**config.mk**
```make
export PLATFORM = sky130hd
export DESIGN_NAME = cu_data_read_command_generator_flat
export DESIGN_NICKNAME = d
export VERILOG_FILES = /design/src/rtl/cu_data_read_command_generator_pkg.sv /design/src/rtl/cu_data_read_command_generator_if.sv /design/src/rtl/cu_data_read_command_generator_credit_counter.sv /design/src/rtl/cu_data_read_command_generator.sv /design/src/flat_wrapper.sv
export SDC_FILE = /design/constraint.sdc
export NUM_CORES = 1
export LEC_CHECK = 0
export BUFFER_PORTS_ARGS = -buffer_cell sky130_fd_sc_hd__buf_2
export CORE_UTILIZATION = 57
export DETAILED_ROUTE_END_ITERATION = 16
export HOLD_SLACK_MARGIN = 0.15
export PLACE_DENSITY_LB_ADDON = 0.08
export SLEW_MARGIN = 20
export SYNTH_ARGS = -nofsm -noshare
export SYNTH_HDL_FRONTEND = slang
export SYNTH_HIERARCHICAL = 1
export SYNTH_SLANG_ARGS = --single-unit
```
**constraint.sdc**
```tcl
create_clock -name clock -period 8.3 [get_ports clock]
set_input_delay 1.66 -clock clock [delete_from_list [all_inputs] [get_ports clock]]
set_output_delay 1.66 -clock clock [all_outputs]
set_load 0.03 [all_outputs]
```
**src/rtl/cu_data_read_command_generator_pkg.sv**
```systemverilog
// -----------------------------------------------------------------------------
// cu_data_read_command_generator_pkg
// Shared globals for the data-read compute unit: cacheline geometry, address
// masks, read credit budget, CU identifiers and the command generator's state
// and command types. Also provides the cacheline-count helper used in ALIGN.
// -----------------------------------------------------------------------------
package cu_data_read_command_generator_pkg;

  localparam int CACHELINE_SIZE  = 128;
  localparam int CACHELINE_SHIFT = 7;

  localparam logic [63:0] ADDRESS_DATA_READ_ALIGN_MASK = 64'hFFFF_FFFF_FFFF_FF80;
  localparam logic [63:0] ADDRESS_DATA_READ_MOD_MASK   = 64'h0000_0000_0000_007F;

  localparam int CREDITS_READ = 32;

  typedef logic [7:0] cu_id_t;
  localparam cu_id_t DATA_READ_CONTROL_ID = 8'h21;

  typedef enum logic [2:0] {
    ST_IDLE  = 3'd0,
    ST_ALIGN = 3'd1,
    ST_ISSUE = 3'd2,
    ST_DRAIN = 3'd3,
    ST_DONE  = 3'd4
  } read_cmd_gen_state_t;

  typedef struct packed {
    logic [63:0] address;
    logic [7:0]  size;
    cu_id_t      cu_id;
    logic [31:0] cl_index;
  } read_cmd_t;

  // Number of cachelines touched by a job: (offset + size + 127) >> 7.
  // Evaluated in 40 bits so a 32-bit size plus offset cannot overflow; the
  // result always fits in 32 bits (at most 2^25 + 1).
  function automatic logic [31:0] cl_count(input logic [6:0] offset,
                                           input logic [31:0] size);
    logic [39:0] total;
    total = {33'd0, offset} + {8'd0, size} + 40'd127;
    return total[38:CACHELINE_SHIFT];
  endfunction

endpackage

```
**src/rtl/cu_data_read_command_generator_if.sv**
```systemverilog
// -----------------------------------------------------------------------------
// cu_data_read_command_generator_if
// Job, command and response signals of the data-read command generator.
//   job_*  : host job offer (valid/ready, byte address, byte length)
//   cmd_*  : cacheline read command toward the read command buffer
//   rsp_done_in : one read response retired
// modport master : the command generator
// modport slave  : job source / command sink / response source
// -----------------------------------------------------------------------------
interface cu_data_read_command_generator_if;
  import cu_data_read_command_generator_pkg::*;

  logic        job_valid_in;
  logic        job_ready_out;
  logic [63:0] job_address_in;
  logic [31:0] job_size_in;

  logic        cmd_valid_out;
  logic        cmd_ready_in;
  logic [63:0] cmd_address_out;
  logic [7:0]  cmd_size_out;
  cu_id_t      cmd_cu_id_out;
  logic [31:0] cmd_cl_index_out;

  logic        rsp_done_in;

  modport master (
    input  job_valid_in, job_address_in, job_size_in, cmd_ready_in, rsp_done_in,
    output job_ready_out, cmd_valid_out, cmd_address_out, cmd_size_out,
           cmd_cu_id_out, cmd_cl_index_out
  );

  modport slave (
    output job_valid_in, job_address_in, job_size_in, cmd_ready_in, rsp_done_in,
    input  job_ready_out, cmd_valid_out, cmd_address_out, cmd_size_out,
           cmd_cu_id_out, cmd_cl_index_out
  );

endinterface

```
**src/rtl/cu_data_read_command_generator_credit_counter.sv**
```systemverilog
// -----------------------------------------------------------------------------
// cu_credit_counter
// In-flight request counter with a fixed budget MAX.
//   clock, reset : rising-edge clock, asynchronous active-high reset
//   inc_in       : one request issued
//   dec_in       : one request retired
//   count_out    : current in-flight count ($clog2(MAX)+1 bits)
//   full_out     : count == MAX
//   error_out    : sticky, a retire arrived while nothing was in flight
// -----------------------------------------------------------------------------
module cu_credit_counter #(
  parameter int MAX = 32
) (
  input  logic                 clock,
  input  logic                 reset,
  input  logic                 inc_in,
  input  logic                 dec_in,
  output logic [$clog2(MAX):0] count_out,
  output logic                 full_out,
  output logic                 error_out
);

  localparam int              CW        = $clog2(MAX) + 1;
  localparam logic [CW-1:0]   ONE       = CW'(1);
  localparam logic [CW-1:0]   ZERO      = CW'(0);
  localparam logic [CW-1:0]   MAX_COUNT = CW'(MAX);

  logic [CW-1:0] count_q, count_d;
  logic          error_q, error_d;

  // Next count: simultaneous inc and dec cancel; an underflowing dec holds
  // the count and latches the error flag.
  always_comb begin
    count_d = count_q;
    error_d = error_q;
    case ({inc_in, dec_in})
      2'b10: count_d = count_q + ONE;
      2'b01: begin
        if (count_q == ZERO) begin
          error_d = 1'b1;
        end else begin
          count_d = count_q - ONE;
        end
      end
      default: count_d = count_q;
    endcase
  end

  // Counter and sticky error registers.
  always_ff @(posedge clock or posedge reset) begin
    if (reset) begin
      count_q <= ZERO;
      error_q <= 1'b0;
    end else begin
      count_q <= count_d;
      error_q <= error_d;
    end
  end

  assign count_out = count_q;
  assign full_out  = (count_q == MAX_COUNT);
  assign error_out = error_q;

endmodule

```
**src/rtl/cu_data_read_command_generator.sv**
```systemverilog
// -----------------------------------------------------------------------------
// cu_data_read_command_generator
// Splits one host read job (byte address + byte length) into cacheline-aligned
// 128-byte read commands tagged with CU_ID, limits in-flight reads to
// MAX_OUTSTANDING and pulses done_out once all commands are issued and all
// responses have returned.
//   clock, reset    : rising-edge clock, asynchronous active-high reset
//   enabled_in      : gate for offering a new command
//   bus (master)    : job offer, command stream, response retire
//   outstanding_out : in-flight read count
//   done_out        : one-cycle completion pulse
//   error_out       : sticky, response retired with nothing in flight
// -----------------------------------------------------------------------------
module cu_data_read_command_generator
  import cu_data_read_command_generator_pkg::*;
#(
  parameter cu_id_t CU_ID           = DATA_READ_CONTROL_ID,
  parameter int     MAX_OUTSTANDING = CREDITS_READ
) (
  input  logic                             clock,
  input  logic                             reset,
  input  logic                             enabled_in,
  cu_data_read_command_generator_if.master bus,
  output logic [$clog2(MAX_OUTSTANDING):0] outstanding_out,
  output logic                             done_out,
  output logic                             error_out
);

  localparam int OW = $clog2(MAX_OUTSTANDING) + 1;

  read_cmd_gen_state_t state_q, state_d;
  logic [63:0]         job_address_q, job_address_d;
  logic [31:0]         job_size_q, job_size_d;
  logic [63:0]         cmd_address_q, cmd_address_d;
  logic [31:0]         cl_index_q, cl_index_d;
  logic [31:0]         cl_total_q, cl_total_d;
  logic                hold_q, hold_d;

  logic                cmd_valid_s;
  logic                handshake_s;
  logic [OW-1:0]       outstanding_s;
  logic                credit_full_s;
  logic                credit_error_s;
  read_cmd_t           cmd_s;

  cu_credit_counter #(
    .MAX (MAX_OUTSTANDING)
  ) u_credit (
    .clock     (clock),
    .reset     (reset),
    .inc_in    (handshake_s),
    .dec_in    (bus.rsp_done_in),
    .count_out (outstanding_s),
    .full_out  (credit_full_s),
    .error_out (credit_error_s)
  );

  // A command already offered (hold_q) stays offered until accepted, even if
  // enabled_in drops or credits run out; a fresh offer needs both.
  assign cmd_valid_s = (state_q == ST_ISSUE) &&
                       (hold_q || (enabled_in && !credit_full_s));
  assign handshake_s = cmd_valid_s && bus.cmd_ready_in;

  // Next-state and datapath update for the job FSM.
  always_comb begin
    state_d       = state_q;
    job_address_d = job_address_q;
    job_size_d    = job_size_q;
    cmd_address_d = cmd_address_q;
    cl_index_d    = cl_index_q;
    cl_total_d    = cl_total_q;
    hold_d        = hold_q;
    case (state_q)
      ST_IDLE: begin
        if (bus.job_valid_in) begin
          job_address_d = bus.job_address_in;
          job_size_d    = bus.job_size_in;
          state_d       = ST_ALIGN;
        end else begin
          state_d = ST_IDLE;
        end
      end
      ST_ALIGN: begin
        cmd_address_d = job_address_q & ADDRESS_DATA_READ_ALIGN_MASK;
        cl_index_d    = 32'd0;
        hold_d        = 1'b0;
        cl_total_d    = cl_count(7'(job_address_q & ADDRESS_DATA_READ_MOD_MASK),
                                 job_size_q);
        if (job_size_q == 32'd0) begin
          state_d = ST_DONE;
        end else begin
          state_d = ST_ISSUE;
        end
      end
      ST_ISSUE: begin
        if (handshake_s) begin
          cmd_address_d = cmd_address_q + 64'(CACHELINE_SIZE);
          cl_index_d    = cl_index_q + 32'd1;
          hold_d        = 1'b0;
          if ((cl_index_q + 32'd1) == cl_total_q) begin
            state_d = ST_DRAIN;
          end else begin
            state_d = ST_ISSUE;
          end
        end else begin
          hold_d = cmd_valid_s;
        end
      end
      ST_DRAIN: begin
        if (outstanding_s == {OW{1'b0}}) begin
          state_d = ST_DONE;
        end else begin
          state_d = ST_DRAIN;
        end
      end
      ST_DONE: begin
        state_d = ST_IDLE;
      end
      default: begin
        state_d = ST_IDLE;
      end
    endcase
  end

  // FSM state and job datapath registers.
  always_ff @(posedge clock or posedge reset) begin
    if (reset) begin
      state_q       <= ST_IDLE;
      job_address_q <= 64'd0;
      job_size_q    <= 32'd0;
      cmd_address_q <= 64'd0;
      cl_index_q    <= 32'd0;
      cl_total_q    <= 32'd0;
      hold_q        <= 1'b0;
    end else begin
      state_q       <= state_d;
      job_address_q <= job_address_d;
      job_size_q    <= job_size_d;
      cmd_address_q <= cmd_address_d;
      cl_index_q    <= cl_index_d;
      cl_total_q    <= cl_total_d;
      hold_q        <= hold_d;
    end
  end

  assign cmd_s = '{address:  cmd_address_q,
                   size:     8'(CACHELINE_SIZE),
                   cu_id:    CU_ID,
                   cl_index: cl_index_q};

  assign bus.job_ready_out    = (state_q == ST_IDLE);
  assign bus.cmd_valid_out    = cmd_valid_s;
  assign bus.cmd_address_out  = cmd_s.address;
  assign bus.cmd_size_out     = cmd_s.size;
  assign bus.cmd_cu_id_out    = cmd_s.cu_id;
  assign bus.cmd_cl_index_out = cmd_s.cl_index;

  assign outstanding_out = outstanding_s;
  assign done_out        = (state_q == ST_DONE);
  assign error_out       = credit_error_s;

endmodule
```
**src/flat_wrapper.sv**
```systemverilog
// flat-port wrapper written by rule: the top's interface ports become plain ports
module cu_data_read_command_generator_flat import cu_data_read_command_generator_pkg::*;
#(
  parameter cu_id_t CU_ID           = DATA_READ_CONTROL_ID,
  parameter int     MAX_OUTSTANDING = CREDITS_READ
)
  (clock, reset, enabled_in, outstanding_out, done_out, error_out, bus_job_valid_in, bus_job_address_in, bus_job_size_in, bus_cmd_ready_in, bus_rsp_done_in, bus_job_ready_out, bus_cmd_valid_out, bus_cmd_address_out, bus_cmd_size_out, bus_cmd_cu_id_out, bus_cmd_cl_index_out);
  cu_data_read_command_generator_if bus_i ();
  input  logic clock;
  input  logic reset;
  input  logic enabled_in;
  output logic [$clog2(MAX_OUTSTANDING):0] outstanding_out;
  output logic done_out;
  output logic error_out;
  input wire logic [$bits(bus_i.job_valid_in)-1:0] bus_job_valid_in;
  input wire logic [$bits(bus_i.job_address_in)-1:0] bus_job_address_in;
  input wire logic [$bits(bus_i.job_size_in)-1:0] bus_job_size_in;
  input wire logic [$bits(bus_i.cmd_ready_in)-1:0] bus_cmd_ready_in;
  input wire logic [$bits(bus_i.rsp_done_in)-1:0] bus_rsp_done_in;
  output wire logic [$bits(bus_i.job_ready_out)-1:0] bus_job_ready_out;
  output wire logic [$bits(bus_i.cmd_valid_out)-1:0] bus_cmd_valid_out;
  output wire logic [$bits(bus_i.cmd_address_out)-1:0] bus_cmd_address_out;
  output wire logic [$bits(bus_i.cmd_size_out)-1:0] bus_cmd_size_out;
  output wire logic [$bits(bus_i.cmd_cu_id_out)-1:0] bus_cmd_cu_id_out;
  output wire logic [$bits(bus_i.cmd_cl_index_out)-1:0] bus_cmd_cl_index_out;
  assign bus_i.job_valid_in = bus_job_valid_in;
  assign bus_i.job_address_in = bus_job_address_in;
  assign bus_i.job_size_in = bus_job_size_in;
  assign bus_i.cmd_ready_in = bus_cmd_ready_in;
  assign bus_i.rsp_done_in = bus_rsp_done_in;
  assign bus_job_ready_out = bus_i.job_ready_out;
  assign bus_cmd_valid_out = bus_i.cmd_valid_out;
  assign bus_cmd_address_out = bus_i.cmd_address_out;
  assign bus_cmd_size_out = bus_i.cmd_size_out;
  assign bus_cmd_cu_id_out = bus_i.cmd_cu_id_out;
  assign bus_cmd_cl_index_out = bus_i.cmd_cl_index_out;
  cu_data_read_command_generator #(.CU_ID(CU_ID), .MAX_OUTSTANDING(MAX_OUTSTANDING)) u_core (.clock(clock), .reset(reset), .enabled_in(enabled_in), .bus(bus_i), .outstanding_out(outstanding_out), .done_out(done_out), .error_out(error_out));
endmodule
```
# Word level (Yosys, flattened, before mapping)
# Index checks and enable logic that the tools add are counted.
# Widths: inputs -> output; s select.
totals:
  register_bits: 235
  wordCells: 53
classes:
  n_addsub: 6
  eq_ne: 10
  mux: 14
  n_reduce_logical: 14
op_table:
  columns: ["cell", "n"]
  rows:
  - ["$pmux 64 s2", 1]
  - ["$add 64x8->64 const B", 1]
  - ["$mux 64", 1]
  - ["$pmux 32 s2", 1]
  - ["$add 39x7->39 const B", 1]
  - ["$add 7x32->33", 1]
  - ["$add 32x1->32 const B", 1]
  - ["$eq 32x32->1", 1]
  - ["$logic_not 32->1", 1]
  - ["$mux 32", 1]
  - ["$pmux 3 s4", 1]
  - ["$pmux 6 s2", 1]
  - ["$mux 3", 3]
  - ["$reduce_and 2->1", 4]
  - ["$add 6x1->6 const B", 1]
  - ["$eq 3x2->1 const B", 2]
  - ["$eq 6x6->1 const B", 1]
  - ["$logic_not 6->1", 1]
  - ["$mux 6", 1]
  - ["$sub 6x1->6 const B", 1]
  - ["$ne 2x2->1 const B", 2]
  - ["$reduce_bool 2->1", 2]
  - ["$eq 3x1->1 const B", 1]
  - ["$eq 3x3->1 const B", 1]
  - ["other kinds (8)", 12]

# Logic depth before layout (Yosys ltp)
# Gate-level depths: netlist (run 1).
logic_depth:
  word_depth: 9
  depth_mapped: 17
  mapped_depth_nobuf: 14

# Modules after synthesis
# The synthesis (run 1) kept the hierarchy.
modules_own_cells:
  columns: ["module", "n_inst", "cells_per_inst", "area_per_inst_um2"]
  rows:
  - ["cu_data_read_command_generator", 1, 1266, 11801.3]
  - ["cu_credit_counter", 1, 48, 495.5]

# Worst setup path before layout (run 1)
# Ideal clock, no wire load.
synth_path:
  path_type: "input to register"
  start: "in enabled_in"
  end: "reg u_core.u_credit.count_q[4], in the netlist u_core/u_credit/count_out[4]"
  setup_ps: 139
  t_arrival_ps: 3966
  setup_slack_ps: 4196
  path_stages: 13
  n_path_buf: 2
  path_cell_list: "a21oi_1 > nor2_1 > nand2_1 > inv_1 > buf_2 > nand2b_4 > buf_6 > xnor2_1 > ha_1 > nand3b_1 > nor2_1 > a31oi_1 > xnor2_1"
synth_between:
  elab_chain_cells: 7
synth_lines:
  columns: ["item", "line", "rtl"]
  rows:
  - ["start, declared", "flat_wrapper.sv:11", "input logic enabled_in;"]
  - ["$logic_and 1x1->1 *", "cu_data_read_command_generator.sv:61", "(hold_q || (enabled_in && !credit_full_s));"]
  - ["$logic_or 1x1->1 *", "cu_data_read_command_generator.sv:61", null]
  - ["$logic_and 1x1->1 *", "cu_data_read_command_generator.sv:60", "assign cmd_valid_s = (state_q == ST_ISSUE) &&"]
  - ["via bus_cmd_valid_out", "flat_wrapper.sv:21", "output wire logic [$bits(bus_i.cmd_valid_out)-1:0] bus_cmd_valid_out;"]
  - ["$logic_and 1x1->1 *", "cu_data_read_command_generator.sv:62", "assign handshake_s = cmd_valid_s && bus.cmd_ready_in;"]
  - ["via u_core.handshake_s", "cu_data_read_command_generator.sv:40", "logic handshake_s;"]
  - ["$eq 2x1->1 or $eq 2x2->1 (tied branches)", "cu_data_read_command_generator_credit_counter.sv:36", "case ({inc_in, dec_in})"]
  - ["$ne 2x2->1 (no source line) or $reduce_bool 2->1 (tied branches)", null, null]
  - ["$reduce_and 2->1 (no source line)", null, null]
  - ["end signal, assigned", "cu_data_read_command_generator_credit_counter.sv:55", "count_q <= count_d;"]
  - ["end, declared", "cu_data_read_command_generator_credit_counter.sv:28", "logic [CW-1:0] count_q, count_d;"]
# Mark *: on every way through the listed nets, which the timed path passes. The rest lies on a longest branch.
# A chain may end at the register's enable or synchronous reset.

# Final worst setup path (run 1)
layout_path:
  start: "reg u_core.state_q[1]"
  end: "out bus_cmd_valid_out"
layout_between:
  elab_chain_cells: 2
layout_lines:
  columns: ["item", "line", "rtl"]
  rows:
  - ["start, declared", "cu_data_read_command_generator.sv:31", "read_cmd_gen_state_t state_q, state_d;"]
  - ["start signal, assigned", "cu_data_read_command_generator.sv:136", "state_q <= state_d;"]
  - ["$eq 3x2->1", "cu_data_read_command_generator.sv:60", null]
  - ["$logic_and 1x1->1", "cu_data_read_command_generator.sv:60", null]
  - ["end, declared", "flat_wrapper.sv:21", null]
# No other way between the ends.

==> out/results.tsv, run 1 <==
metric	value	unit
ioPinCount	224	
antenna_left	0	
cts_buffers	25	
dpl.hpwl	22.1	mm
max-slew-margin-rel	0.337	
max_freq	0.246	GHz
grt_pass1_vias	9866	
cp_num_buf_inv	2	
cts_hold_buf	0	
ys_warn_count	6	
die_w	149	um
hold_class	flop to flop	
cp_slowest_stage_delay	0.53	ns
yosys_most_used_dff	dfrtp_1	
wl_per_cell	18.3	um
fp-row-count	53	
hold_viol_final	0	
worst_slack	4.24	ns
synth_seq_cells	222	
num_vias	10600	
min_period	4.06	ns
drive_gt1_frac	0.245	
finalCritPeriodShare	0.490	
tightest_slew	0.995	ns
wirelength	32.3	mm
power_density	385	nW/um2
grt_pass1_wl	52.2	mm
combPwrFrac	0.431	
grt_max_degree	153	
h-tree-depth	1	
final_cell_mix	dfrtp_1, buf_2, nand2_1	
post_cts_buffers	0	
setup_tns	0	ns
cap_violations	0	
synthToLayoutAreaGrowth	14.5	%
die-height	149	um
fin_skew	0.0267	ns
async_flop_share	1.00	
io_buffer_count	200	
rrSetupSlack	4.63	ns
p_sw	2.36	mW
clockBufferDepth	3	
clock_latency	0.54	ns
start_util	0.583	
core-area	21100	um2
drcViolationCount	0	
critical_path.top_delay_family	simple AND/OR/NAND/NOR gates	
p_leak	6.07	nW
slew_viol_final	0	
p_int	3.06	mW
clock_sink_count	222	
cp_max_fo	41	
overflow	0	
synth_seq_area_share	0.452	
status	finished clean	
synthCells	1314	
clk_pin_slew	0.06	ns
tritoncts	built	
final_common_cell	dfrtp_1	
power_frac_seq	0.375	
arrival	2.40	ns
grt.total_usage	0.294	
synth-edff-count	0	
clkPwrFrac	0.194	
post_cts_resized	0	
finalWeightedCongestion	0.886	
placed_area	13300	um2
vias_per_cell	6.01	
pre_cts_ws	4.18	ns
syn_area	12300	um2
cp.required	6.64	ns
endpoint_kind	primary output	
ys_types	77	
cp_slowest_cell	dfrtp_1	
fin_area	14100	um2
drtIter0Drc	760	
die_area	22200	um2
path_class	flop to primary output	
path_cells	or3b_2, buf_4, nor2_1, buf_2	
setup_viol	0	
cts_root_buffer	clkbuf_16	
syn_area_per_cell	9.36	um2
finalNetCount	1584	
p_sw_frac	0.435	
antenna_found_initial	5	
ir_drop	226	uV
first_pass_iters	5	
rsz0062_at_grt	no	
critPathLaunchType	flop	
power by group through the flow:
stage | Clock, mW | Combinational (mW) | Sequential (mW)
2_1_floorplan | 0 | 1.52 | 2.19
3_3_place_gp | 0 | 2.25 | 2.02
3_5_place_dp | 0 | 2.32 | 2.04
4_1_cts | 1.07 | 2.33 | 2.02
5_1_grt | 1.12 | 2.58 | 2.11
6_report | 1.05 | 2.33 | 2.03
routing by layer:
metal	track usage	routed length, um
met4	0.0811	855
met2	0.440	14300
met5	0	13
met1	0.437	14700
met3	0.0505	2410
path summary, 6_finish.rpt:
path | start | end | cells after the start
min in group asynchronous | reset | u_core/u_credit/count_out[0] | 2
max reg2reg | u_core/u_credit/count_out[1] | u_core/bus.cmd_address_out[44] | 11
min | u_core/u_credit/error_out | u_core/u_credit/error_out | 1
max | u_core/state_q[1] | bus_cmd_valid_out | 4
min reg2reg | u_core/u_credit/error_out | u_core/u_credit/error_out | 1
max in group asynchronous | reset | u_core/bus.cmd_address_out[62] | 3
registers in the layout (all words and copies together), names as in the netlist:
signal                       flops
u_core/state_q                   3
u_core/u_credit/count_out        6
u_core/bus.cmd_address_out      57
u_core/job_size_q               32
u_core/job_address_q            64
u_core/hold_q                    1
u_core/bus.cmd_cl_index_out     32
u_core/u_credit/error_out        1
u_core/cl_total_q               26
cells in the mapped netlist, drive strengths merged (6+ instances only):
master / n / area (um2)
dfrtp: 222 / 5560
nand2: 132 / 495
o21ai: 125 / 629
a21oi: 95 / 475
nor2: 87 / 327
mux2: 85 / 957
nand3: 63 / 325
clkbuf: 56 / 211
buf: 47 / 308
xnor2: 44 / 385
inv: 37 / 139
nor3: 33 / 190
and3: 27 / 169
nand4: 23 / 174
nor4: 20 / 155
o22ai: 18 / 113
xor2: 17 / 149
a31oi: 15 / 93.8
ha: 15 / 188
o31ai: 14 / 105
and2: 10 / 65.1
nor3b: 9 / 67.6
and4: 8 / 71.3
o22a: 8 / 70.1
nand2b: 7 / 51.3
or4: 7 / 60.1
or3: 6 / 37.5
through the flow:
step	hold slack, ns	instances	util	power [mW]
detailed placement	0.465	1715	0.630	4.36
finish	0.476	1762	0.668	5.42
floorplan	0.452	1335	-	3.72
global route	0.507	1761	0.668	5.80
global placement	0.468	1715	0.630	4.27
CTS	0.481	1758	0.667	5.43
kinds of logic (layout without fill, tap and decap cells):
family,Yosys count,in the layout,synth area share
DFF,222,222,0.452
adders and majority gates,15,15,0.0153
xor gates and xnor gates,62,62,0.0453
buffers and inverters,140,288,0.0535
AOI/OAI and AO/OA,334,334,0.163
and+or+nand+nor,451,451,0.190
muxes,88,88,0.0803
other,2,27,0.000611
layout make-up:
cell class              count  area (um2)
clock inverters             5        42.5
diodes                      4        10.0
clock buffers              38         734
inverters                  37         151
repair buffers            208        1060
multi-input cells         973        6180
well taps                 275         344
flip-flops and latches    222        5560
fillers                  1788        7000
No activity file was read; power rests on OpenSTA's default activity.
==> inputs of run 2 (changes only) <==
clock period = 3.77 ns   (was 8.3 ns; I/O delays follow)
==> out/results.tsv, run 2 (same netlist as run 1, synthesis figures left out) <==
metric	value	unit	change
critPathLaunchType	flop		
wirelength	33.2	mm	+2.9%
placed_area	13400	um2	+1.1%
post_cts_resized	0		unchanged
rrSetupSlack	0.50	ns	-4.13 ns
ioPinCount	224		unchanged
max_freq	0.306	GHz	
rsz0062_at_grt	no		
crit_top_cell	nand3_1		
wl_per_cell	18.7	um	+1.9%
largest_register_ff_count	64		unchanged
min_period	3.27	ns	
cts_hold_buf	0		unchanged
fin_area	14300	um2	+1.8%
antenna_left	0		unchanged
ir_drop	619	uV	+170%
final_cell_mix	dfrtp_1, buf_2, nand2_1		
power_density	857	nW/um2	+120%
h-tree-depth	1		unchanged
slew_viol_final	0		unchanged
drive_gt1_frac	0.255		+0.00988
critPathLaunch	u_core/bus.cmd_cl_index_out[0]		
finalCritPeriodShare	0.867		
tritoncts	built		
grt_pass1_wl	53.3	mm	+2.0%
setup_viol	0		unchanged
cts_buffers	26		+4.0%
clock_latency	0.53	ns	about the same
endpoint_kind	flop		
largest_register	u_core/job_address_q		
core-area	21100	um2	unchanged
clockBufferDepth	3		unchanged
io_buffer_count	200		unchanged
grt.total_usage	0.302		+0.00827
cts_root_buffer	clkbuf_16		
synthToLayoutAreaGrowth	16.6	%	
antenna_found_initial	5		unchanged
rr_startpoint	u_core/bus.cmd_cl_index_out[0]		
p_sw	5.22	mW	+120%
regToRegEndpoint	u_core/state_q[0]		
status	finished clean		
clkPwrFrac	0.213		+0.019
hold_class	primary input to async pin		
drcViolationCount	0		unchanged
path_cells	ha_1, nand3_1, or4_1, nor2_1, nand3_1, xnor2_1, a2111oi_0, nand4_1, o21ai_1		
start_util	0.583		unchanged
p_leak	6.21	nW	+2.2%
overflow	0		unchanged
reg2reg_depth	9		-2
p_int	7.07	mW	+130%
combPwrFrac	0.422		-0.009
cp_num_cells	9		+5
max-slew-margin-rel	0.380		+0.0431
die-height	149	um	unchanged
hold_viol_final	0		unchanged
critPathCapture	u_core/state_q[0]		
cp_slowest_cell	or4_1		
grt_max_degree	103		-33%
die_area	22200	um2	unchanged
dpl.hpwl	23.3	mm	+5.3%
fp-row-count	53		unchanged
post_cts_buffers	0		unchanged
clk_pin_slew	0.07	ns	about the same
cp_slowest_stage_delay	0.73	ns	+0.20 ns
power_frac_seq	0.365		-0.010
p_sw_frac	0.425		-0.0106
power.total	12.3	mW	+130%
final_common_cell	dfrtp_1		
die_w	149	um	unchanged
tightest_slew	0.928	ns	-0.0666 ns
vias_per_cell	5.96		-0.85%
finalWeightedCongestion	0.896		+1.2%
cp_num_buf_inv	0		-2
fin_skew	0.0110	ns	-0.0157 ns
cp.required	4.22	ns	-2.42 ns
num_vias	10600		+0.047%
finalNetCount	1598		+0.88%
drtIter0Drc	749		-1.4%
clock_sink_count	222		unchanged
arrival	3.72	ns	+1.32 ns
first_pass_iters	5		unchanged
setup_tns	0	ns	unchanged
grt_pass1_vias	9957		+0.92%
cp_max_fo	8		-80%
path_class	flop to flop		
cap_violations	0		unchanged
critical_path.top_delay_family	simple AND/OR/NAND/NOR gates		
run 2: cell types whose count changed in the layout (fill, tap and decap cells not counted), sizes merged:
cell | before | now
clkinv | 4 | 6
diode | 4 | 3
clkbuf | 38 | 35
bufinv | 0 | 4
inv | 37 | 36
clkinvlp | 1 | 3
buf | 208 | 221
run 2: per-layer routing:
| layer | vias up | wire length [um] | part of all wire | global-route usage |
|---|---|---|---|---|
| met1 | 5085 | 15000 | 0.45 | 0.452 |
| met2 | 423 | 14800 | 0.45 | 0.448 |
| met3 | 54 | 2460 | 0.074 | 0.0505 |
| met4 | 4 | 862 | 0.026 | 0.0888 |
| li1 | 5033 | - | - | - |
| met5 | - | 23 | 0.00069 | 0 |
run 2: metrics by stage:
stage | utilization | hold WS (ns) | instances | worst slack [ns]
detailed placement | 0.637 | 0.465 | 1728 | 0.565
global placement | 0.637 | 0.471 | 1728 | 0.671
global route | 0.680 | 0.213 | 1777 | 0.256
finish | 0.680 | 0.190 | 1778 | 0.503
floorplan | - | 0.452 | 1335 | 0.218
CTS | 0.680 | 0.189 | 1775 | 0.556
run 2: worst min path at each step:
| stage | from | to | slack (ns) | cells past startpoint |
|---|---|---|---|---|
| after floorplan | u_core/cl_total_q[16] | u_core/cl_total_q[16] | 0.45 | 2 |
| after global placement | u_core/u_credit/error_out | u_core/u_credit/error_out | 0.47 | 1 |
| after detailed placement | u_core/u_credit/error_out | u_core/u_credit/error_out | 0.46 | 1 |
| after CTS | reset | u_core/u_credit/count_out[4] | 0.19 | 2 |
| after global routing | reset | u_core/u_credit/count_out[4] | 0.21 | 2 |
| final | reset | u_core/u_credit/count_out[3] | 0.19 | 2 |
run 2: power groups by stage:
| stage | Sequential [mW] | Clock [mW] | Combinational, mW |
|---|---|---|---|
| final | 4.48 | 2.62 | 5.19 |
| after global routing | 4.64 | 2.76 | 5.73 |
| after floorplan | 4.83 | 0 | 3.36 |
| after detailed placement | 4.50 | 0 | 5.17 |
| after CTS | 4.47 | 2.66 | 5.20 |
| after global placement | 4.45 | 0 | 5.03 |
run 2: area by class of cell:
class	instances	area [um2]
diodes	3	7.51
clock buffers	35	724
clock inverters	12	176
fillers	1730	6740
inverters	37	143
multi-input cells	973	6180
flip-flops and latches	222	5560
well taps	275	344
repair buffers	221	1210
run 2: worst reg2reg max path: cells and delay by family (launching register included):
family | cells | cell delay, ns
AND/OR/NAND/NOR | 5 | 1.74
flip-flops | 1 | 0.51
AO/OA/AOI/OAI | 2 | 0.45
adder cells (fa/ha/maj) | 1 | 0.33
XOR/XNOR | 1 | 0.17
